===== src/rtl/vga_pkg.sv =====
// Shared 640x480@60 VGA timing constants, colour type and fetch FSM states
// for the screen reader.
package vga_pkg;

  localparam int unsigned CntW = 10;

  localparam logic [CntW-1:0] HVisible   = 10'd640;
  localparam logic [CntW-1:0] HFront     = 10'd16;
  localparam logic [CntW-1:0] HSync      = 10'd96;
  localparam logic [CntW-1:0] HBack      = 10'd48;
  localparam logic [CntW-1:0] HTotal     = HVisible + HFront + HSync + HBack;
  localparam logic [CntW-1:0] HSyncStart = HVisible + HFront;
  localparam logic [CntW-1:0] HSyncEnd   = HSyncStart + HSync;

  localparam logic [CntW-1:0] VVisible   = 10'd480;
  localparam logic [CntW-1:0] VFront     = 10'd10;
  localparam logic [CntW-1:0] VSync      = 10'd2;
  localparam logic [CntW-1:0] VBack      = 10'd33;
  localparam logic [CntW-1:0] VTotal     = VVisible + VFront + VSync + VBack;
  localparam logic [CntW-1:0] VSyncStart = VVisible + VFront;
  localparam logic [CntW-1:0] VSyncEnd   = VSyncStart + VSync;

  typedef logic [11:0] rgb444_t;

  typedef enum logic [1:0] {
    StIdle,
    StAddr,
    StCapture
  } fetch_state_e;

endpackage


===== src/rtl/vga_timing.sv =====
// Pixel-tick generator and 800x525 raster counters with raw (undelayed)
// active-low syncs, visible-area flag and vblank.
module vga_timing
  import vga_pkg::*;
(
  input  logic            clk_i,
  input  logic            rst_i,
  output logic            tick_o,
  output logic [CntW-1:0] h_cnt_o,
  output logic [CntW-1:0] v_cnt_o,
  output logic            visible_o,
  output logic            hs_raw_o,
  output logic            vs_raw_o,
  output logic            vblank_o
);

  logic            phase_q, phase_d;
  logic [CntW-1:0] h_q, h_d;
  logic [CntW-1:0] v_q, v_d;

  always_comb begin
    phase_d = ~phase_q;
    h_d     = h_q;
    v_d     = v_q;
    if (phase_q) begin
      if (h_q == HTotal - 10'd1) begin
        h_d = '0;
        v_d = (v_q == VTotal - 10'd1) ? '0 : v_q + 10'd1;
      end else begin
        h_d = h_q + 10'd1;
      end
    end
  end

  always_ff @(posedge clk_i) begin
    if (rst_i) begin
      phase_q <= 1'b0;
      h_q     <= '0;
      v_q     <= '0;
    end else begin
      phase_q <= phase_d;
      h_q     <= h_d;
      v_q     <= v_d;
    end
  end

  assign tick_o    = phase_q;
  assign h_cnt_o   = h_q;
  assign v_cnt_o   = v_q;
  assign visible_o = (h_q < HVisible) && (v_q < VVisible);
  assign hs_raw_o  = !((h_q >= HSyncStart) && (h_q < HSyncEnd));
  assign vs_raw_o  = !((v_q >= VSyncStart) && (v_q < VSyncEnd));
  assign vblank_o  = (v_q >= VVisible);

endmodule


===== src/rtl/vga_screen_reader.sv =====
// Framebuffer scan-out: fetches 1-bpp words from the screen RAM port and
// serialises them to VGA with PIXEL_SCALE magnification. Optional macro
// VGA_TEST_PATTERN_EN adds a checkerboard override input (test_pattern).
module vga_screen_reader
  import vga_pkg::*;
#(
  parameter int unsigned WIDTH          = 16,
  parameter int unsigned REGISTER_COUNT = 4096,
  parameter int unsigned PIXEL_SCALE    = 4,
  parameter rgb444_t     FG_COLOR       = 12'hFFF,
  parameter rgb444_t     BG_COLOR       = 12'h000
) (
  input  logic                              CLK_50,
  input  logic                              rst,
`ifdef VGA_TEST_PATTERN_EN
  input  logic                              test_pattern,
`endif
  input  logic [WIDTH-1:0]                  rdata_screen,
  output logic [$clog2(REGISTER_COUNT)-1:0] addr_screen,
  output logic [3:0]                        vga_r,
  output logic [3:0]                        vga_g,
  output logic [3:0]                        vga_b,
  output logic                              vga_hs,
  output logic                              vga_vs,
  output logic                              vblank
);

  localparam int unsigned AddrW        = $clog2(REGISTER_COUNT);
  localparam int unsigned WordPix      = WIDTH * PIXEL_SCALE;
  localparam int unsigned WordsPerLine = 640 / WordPix;
  localparam int unsigned PsLog2       = $clog2(PIXEL_SCALE);
  localparam int unsigned WordLog2     = $clog2(WordPix);
  localparam logic [CntW-1:0] PsMask   = CntW'(PIXEL_SCALE - 1);
  localparam logic [CntW-1:0] WordMask = CntW'(WordPix - 1);

  logic            tick;
  logic [CntW-1:0] h_cnt, v_cnt;
  logic            visible, hs_raw, vs_raw;

  vga_timing u_timing (
    .clk_i     (CLK_50),
    .rst_i     (rst),
    .tick_o    (tick),
    .h_cnt_o   (h_cnt),
    .v_cnt_o   (v_cnt),
    .visible_o (visible),
    .hs_raw_o  (hs_raw),
    .vs_raw_o  (vs_raw),
    .vblank_o  (vblank)
  );

  fetch_state_e     fsm_q, fsm_d;
  logic [AddrW-1:0] addr_q, addr_d;
  logic [WIDTH-1:0] hold_q, hold_d;
  logic [WIDTH-1:0] shift_q, shift_d;
  logic [CntW-1:0]  h_p1_q, h_p1_d;
  logic             vis_p1_q, vis_p1_d;
  logic             hs_p1_q, hs_p1_d;
  logic             vs_p1_q, vs_p1_d;
  rgb444_t          rgb_q, rgb_d;
  logic             hs_q, hs_d;
  logic             vs_q, vs_d;
`ifdef VGA_TEST_PATTERN_EN
  logic [CntW-1:0]  v_p1_q, v_p1_d;
`endif

  logic             fetch_start;
  logic [AddrW-1:0] next_addr;
  logic [WIDTH-1:0] base;
  rgb444_t          color;

  assign fetch_start = tick && visible && ((h_cnt & WordMask) == '0);
  assign next_addr   = AddrW'(((32'(v_cnt) >> PsLog2) * WordsPerLine)
                              + (32'(h_cnt) >> WordLog2));

  always_comb begin
    fsm_d    = fsm_q;
    addr_d   = addr_q;
    hold_d   = hold_q;
    shift_d  = shift_q;
    h_p1_d   = h_p1_q;
    vis_p1_d = vis_p1_q;
    hs_p1_d  = hs_p1_q;
    vs_p1_d  = vs_p1_q;
    rgb_d    = rgb_q;
    hs_d     = hs_q;
    vs_d     = vs_q;
`ifdef VGA_TEST_PATTERN_EN
    v_p1_d   = v_p1_q;
`endif

    unique case (fsm_q)
      StIdle: begin
        if (fetch_start) begin
          fsm_d  = StAddr;
          addr_d = next_addr;
        end
      end
      StAddr:    fsm_d = StCapture;
      StCapture: begin
        fsm_d  = StIdle;
        hold_d = rdata_screen;
      end
      default:   fsm_d = StIdle;
    endcase

    // Capture lands on the tick that renders the word's first pixel, so the
    // freshly captured word bypasses the shift register for that tick.
    base  = (fsm_q == StCapture) ? hold_d : shift_q;
    color = base[WIDTH-1] ? FG_COLOR : BG_COLOR;
`ifdef VGA_TEST_PATTERN_EN
    if (test_pattern) begin
      color = (h_p1_q[PsLog2] ^ v_p1_q[PsLog2]) ? FG_COLOR : BG_COLOR;
    end
`endif

    if (tick) begin
      shift_d  = ((h_p1_q & PsMask) == PsMask) ? {base[WIDTH-2:0], 1'b0} : base;
      rgb_d    = vis_p1_q ? color : '0;
      hs_d     = hs_p1_q;
      vs_d     = vs_p1_q;
      h_p1_d   = h_cnt;
      vis_p1_d = visible;
      hs_p1_d  = hs_raw;
      vs_p1_d  = vs_raw;
`ifdef VGA_TEST_PATTERN_EN
      v_p1_d   = v_cnt;
`endif
    end
  end

  always_ff @(posedge CLK_50) begin
    if (rst) begin
      fsm_q    <= StIdle;
      addr_q   <= '0;
      hold_q   <= '0;
      shift_q  <= '0;
      h_p1_q   <= '0;
      vis_p1_q <= 1'b0;
      hs_p1_q  <= 1'b1;
      vs_p1_q  <= 1'b1;
      rgb_q    <= '0;
      hs_q     <= 1'b1;
      vs_q     <= 1'b1;
`ifdef VGA_TEST_PATTERN_EN
      v_p1_q   <= '0;
`endif
    end else begin
      fsm_q    <= fsm_d;
      addr_q   <= addr_d;
      hold_q   <= hold_d;
      shift_q  <= shift_d;
      h_p1_q   <= h_p1_d;
      vis_p1_q <= vis_p1_d;
      hs_p1_q  <= hs_p1_d;
      vs_p1_q  <= vs_p1_d;
      rgb_q    <= rgb_d;
      hs_q     <= hs_d;
      vs_q     <= vs_d;
`ifdef VGA_TEST_PATTERN_EN
      v_p1_q   <= v_p1_d;
`endif
    end
  end

  assign addr_screen = addr_q;
  assign vga_r       = rgb_q[11:8];
  assign vga_g       = rgb_q[7:4];
  assign vga_b       = rgb_q[3:0];
  assign vga_hs      = hs_q;
  assign vga_vs      = vs_q;

endmodule


===== config.mk =====
export PLATFORM = sky130hd
export DESIGN_NAME = vga_screen_reader
export DESIGN_NICKNAME = d
export VERILOG_FILES = /design/src/rtl/vga_pkg.sv /design/src/rtl/vga_timing.sv /design/src/rtl/vga_screen_reader.sv
export SDC_FILE = /design/constraint.sdc
export NUM_CORES = 1
export LEC_CHECK = 0
export CAP_MARGIN = 15
export CORE_ASPECT_RATIO = 1.4
export CORE_MARGIN = 5
export CORE_UTILIZATION = 35
export DETAILED_ROUTE_END_ITERATION = 7
export GPL_ROUTABILITY_DRIVEN = 0
export GPL_TIMING_DRIVEN = 0
export PLACE_DENSITY = 0.52
export SETUP_SLACK_MARGIN = 0.02
export SLEW_MARGIN = 20
export SYNTH_ARGS = -nofsm -noshare
export SYNTH_HDL_FRONTEND = slang
export SYNTH_HIERARCHICAL = 1
export SYNTH_SLANG_ARGS = --single-unit
export TNS_END_PERCENT = 20

===== constraint.sdc =====
create_clock -name CLK_50 -period 5.4 [get_ports CLK_50]
set_input_delay 1.08 -clock CLK_50 [delete_from_list [all_inputs] [get_ports CLK_50]]
set_output_delay 1.08 -clock CLK_50 [all_outputs]
set_load 0.02 [all_outputs]

After elaboration in Yosys (flattened, before gate mapping)
Cells that the tools add are included.
Word-level totals
  register bits after elaboration: 86
  input port bits: 18
  output and inout bits: 27
  word-level logic and storage cells: 52
Operators by class
  add/sub/neg operators: 3
  multipliers: 1
  magnitude comparators: 7
  equality and inequality tests: 6
  muxes and demuxes: 9
  bitwise logic cells: 1
  reductions and logical operators: 11
Operators with widths (count)
  two-way mux 16 bit: 3
  two-way mux 12 bit: 2
  adder 10 x 1 -> 10 bit (second input constant): 2
  equality test 10 bit (second input constant): 2
  greater-or-equal comparator 10 x 9 -> 1 bit (second input constant): 2
  less-than comparator 10 bit (second input constant): 2
  less-than comparator 10 x 9 -> 1 bit (second input constant): 2
  two-way mux 10 bit: 2
  adder 12 x 4 -> 12 bit: 1
  multiplier 8 x 3 -> 11 bit (second input constant): 1
  greater-or-equal comparator 10 bit (second input constant): 1
  logical NOT 10 bit: 1
  logical AND 1 bit: 5
  equality test 2 bit (second input constant): 2
  case mux 2 bit (2 select lines): 1
  AND reduction 2 bit: 2
  equality test 2 x 1 -> 1 bit (second input constant): 1
  logical NOT 1 bit: 2
  logical NOT 2 bit: 1
  two-way mux 2 bit: 1
  != test 2 bit (second input constant): 1
  NOT 1 bit: 1

Logic depth before layout (Yosys ltp)
Gate-level depths: netlist of run 1.
  depth after elaboration: 6
  depth in mapped cells: 8
  mapped depth without buffers: 8

Cells and area by module
Netlist of run 1, hierarchy kept.
By module, submodules not included
  vga_screen_reader: instances 1, cells each 287, area an instance 2337.2 µm², seq. area each 760.7 µm²
  vga_timing: instances 1, cells each 139, area an instance 1202.4 µm², seq. area each 420.4 µm²

Worst setup path after synthesis of run 1
No wires, ideal clock.
  path type: register to register
  from: register u_timing.v_q[5] (netlist: u_timing/v_cnt_o[5])
  to: register addr_q[9] (netlist: addr_screen[9])
  library setup time: 0.120 ns
  arrival: 2.386 ns
  data required time: 5.280 ns
  slack: 2.894 ns
  cell stages (with the launch flop): 9
  cells stage by stage: dfxtp_1 > ha_1 > ha_1 > fa_1 > a211oi_2 > nor2_2 > nor4_4 > nand2_1 > a211o_1
Between the ends
  longest elaborated chain between the ends: 5
Ends and longest elaborated chain
  from (decl): RTL line vga_timing.sv:19  | logic [CntW-1:0] v_q, v_d;
  from (signal assigned): RTL line vga_timing.sv:43  | v_q <= v_d;
  branches (longest 5 deep; another with adder 12 x 4 -> 12 bit)
  to (signal assigned): RTL line vga_screen_reader.sv:150  | addr_q <= addr_d;
  to (decl): RTL line vga_screen_reader.sv:53  | logic [AddrW-1:0] addr_q, addr_d;
Parallel ways; which one is timed is not known.
A chain may end at the register's enable or synchronous reset.

Worst setup path in the final report of run 1
  from: register u_timing.v_q[5] (netlist: u_timing/v_cnt_o[5])
  to: output port vblank
Between the ends
  longest elaborated chain between the ends: 1
Ends and longest elaborated chain
  greater-or-equal comparator 10 x 9 -> 1 bit: RTL line vga_timing.sv:53  | assign vblank_o = (v_q >= VVisible);
  to (decl): RTL line vga_screen_reader.sv:25  | output logic vblank
Every way passes these cells.

==> impl_metrics.ini, run 1 <==
[finish]
diodes = 0
instances_no_fill = 621
nets = 521
drive_above_1_share_pct = 10.9
fillers = 1024
areaGrowthSynthToFinish_pct = 25.6
final_util_pct = 44.9

[global_routing]
grt_util_met1_pct = 18.2
antenna_found_initial = 0
grt_pass1_vias = 3099
grt_pass1_wl_mm = 15.4
gr-usage-met3_pct = 3.45
grt.total_usage_pct = 16.1
grt_overflow_total = 0
grt_max_degree = 14
grt_use_met2_pct = 29.0
grt.busiest_layer = met2

[timing]
drv_slew = 0
min_period_ps = 2980
fmaxAchievable_mhz = 336
skew_ps = 7.71
grt_setup_unrepaired = false
hold_viol = 0
tightest_slew_ps = 575
period_share_pct = 55.1
fin_tns_setup_ps = 0
timing.hold.ws_ps = 451
maxSlewHeadroom_pct = 61.7
setup_viol = 0

[die]
die_w_um = 95.0
ios = 45
initial_core_util_pct = 35.8
die_y_um = 129
die-area_sq_um = 12300
core-area_sq_um = 9900
num_rows = 43

[place]
dp_hpwl_mm = 7.07
io_buffer_count = 44
placedCellCount = 605

[clocking]
cts_buffers = 9
postCtsResizedCells = 0
ctsHtreeMaxLevel = 3
holdBufCountCts = 0
root_buffer = clkbuf_16
path_clk_slew_ps = 50
cts.sinks = 59
tritoncts = yes
post_cts.repair.setup_buffers = 0
clk_latency_ps = 330
clock_path_buffers = 2

[pwr]
power_density_nw_per_um2 = 250
leakagePower_uw = 0.00164
peakVddDrop_uv = 148

[route]
drc = 0
drtIter0Drc = 89
routed_via_density = 5.09
first_pass_iters = 4
drt-wirelength-per-cell_um = 15.1
ant_nets = 0
drt-total-wl_mm = 9.38
vias = 3159

[min_path]
hp-class = flip-flop to flip-flop

[logic_synthesis]
yosysTopAreaCell = dfxtp_1
ys_ff_latch = 59
yosysWarnings = 6
synth.top_cells.by_count = nand2_1, dfxtp_1, nor2_1
synth_fp_nets = 466
async_reset_ff_share_pct = 0
ys.flop_type = dfxtp_1
synth_edf_count = 0
synthDistinctLibCells = 63
synth_area_sq_um = 3540
synth.most_common_cell = nand2_1
synth_top_area_share_pct = 33.4
synth_area_leaders = dfxtp_1, ha_1, nand2_1
synth_area_per_cell_sq_um = 8.31
syn-instance-count = 426
synth_seq_area_share_pct = 33.4

[setup_path]
crit_top_cell = nand2_1
slowest_stage = clkdlybuf4s50_1
crit_arrival_ps = 1900
cp-end-kind = primary output
start_kind = flip-flop
crit_required_ps = 4320
path_cells = and3_2, nand2_1, nand2_1, clkdlybuf4s50_1
crit_path_max_incr_delay_ps = 610
rrSetupSlack_ps = 2600
cp_max_fo = 8
path_class = flip-flop to primary output

[outcome]
status = completed

[run]
drv_cap = 0
==> cells by family after synthesis <==
kind of cell,Yosys count,share of synthesized area (%)
buf+inv,50,7.85
mux,7,1.98
xor+xnor,16,3.96
compound gates,85,16.4
flops,59,33.4
simple gates,187,28.3
fa+ha+maj,22,8.20
==> layout make-up <==
type / count / area (sq um) / area share [%]
multi-input cells: 317 / 2080 / 46.8
clock inverters: 5 / 52.6 / 1.18
plain buffers: 36 / 225 / 5.07
flip-flops and latches: 59 / 1180 / 26.6
well taps: 135 / 169 / 3.80
repair buffers: 44 / 440 / 9.91
inverters: 14 / 52.6 / 1.18
clock buffers: 11 / 243 / 5.46
==> critical path: cells and delay by family, from the launching register on <==
kind	cells	cell delay, ps
DFF	1	500
and+or+nand+nor	3	460
buffers and inverters	1	610
==> metrics by stage <==
stage	cell area (sq um)	setup slack [ps]	power (uW)
finish	4440	2420	1110
CTS	4440	2400	1130
global route	4440	2290	1160
global placement	4150	2410	560
detailed placement	4150	2430	561
floorplan	3540	2890	517
==> layer usage <==
| layer | up-vias | routed length (um) |
|---|---|---|
| met5 | - | 0 |
| met4 | 0 | 199 |
| met3 | 14 | 376 |
| met2 | 61 | 4880 |
| met1 | 1461 | 3930 |
| li1 | 1623 | - |
==> flip-flops by register name, indices dropped and copies added, names as in the netlist <==
signal and cells:
u_timing/tick_o 1, vga_vs 1, fsm_q 2, vga_hs 1
h_p1_q 2, addr_screen 12, rgb_q 1, vs_p1_q 1
vis_p1_q 1, u_timing/v_cnt_o 10, hs_p1_q 1, shift_q 16
u_timing/h_cnt_o 10
==> path summary, 6_finish.rpt <==
path / startpoint / endpoint / cells past startpoint
max reg2reg: u_timing/v_cnt_o[3] / addr_screen[10] / 8
min reg2reg: shift_q[15] / shift_q[15] / 2
min: shift_q[15] / shift_q[15] / 2
max: u_timing/v_cnt_o[5] / vblank / 4
==> cells in the final DEF, fill, tap and decap left out, drive strengths merged, types with 4 or more instances in the layout <==
cell type	netlist	final
a211o	5	5
a211oi	9	9
a21oi	30	30
a221oi	4	4
a32oi	6	6
and3	8	8
buf	22	22
clkbuf	13	24
clkdlybuf4s50	0	44
dfxtp	59	59
ha	20	20
inv	14	14
mux2i	7	7
nand2	62	62
nand3	23	23
nand4	9	9
nor2	35	35
nor2b	7	7
nor3	11	11
nor3b	5	5
nor4	6	6
o211ai	4	4
o21ai	10	10
or3	4	4
xnor2	9	9
xor2	7	7
==> power by group <==
part / internal, uW / switching (uW) / leakage (uW)
Combinational: 42.3 / 50.2 / 0.00102
Clock: 367 / 194 / 0.000145
Sequential: 448 / 10.4 / 0.000478
Total: 857 / 255 / 0.00164
(Power assumes the default switching activity.)
==> run 2: changes to the inputs <==
==> constraint.sdc (replaced) <==
create_clock -name CLK_50 -period 3.08 [get_ports CLK_50]
set_input_delay 0.616 -clock CLK_50 [delete_from_list [all_inputs] [get_ports CLK_50]]
set_output_delay 0.616 -clock CLK_50 [all_outputs]
set_load 0.02 [all_outputs]
==> results of run 2 <==
The final DEF is identical to that of run 1. Status: completed.
Main changes from that run: setup slack after placement 2430 ps -> 343 ps; setup slack after layout 2420 ps -> 283 ps; start point of the critical path u_timing/v_cnt_o[5] -> u_timing/v_cnt_o[3]; end point of the critical path vblank -> addr_screen[10]; register-to-register setup slack 2600 ps -> 280 ps; total power 1110 uW -> 1950 uW; worst IR drop on VDD 148 uV -> 259 uV
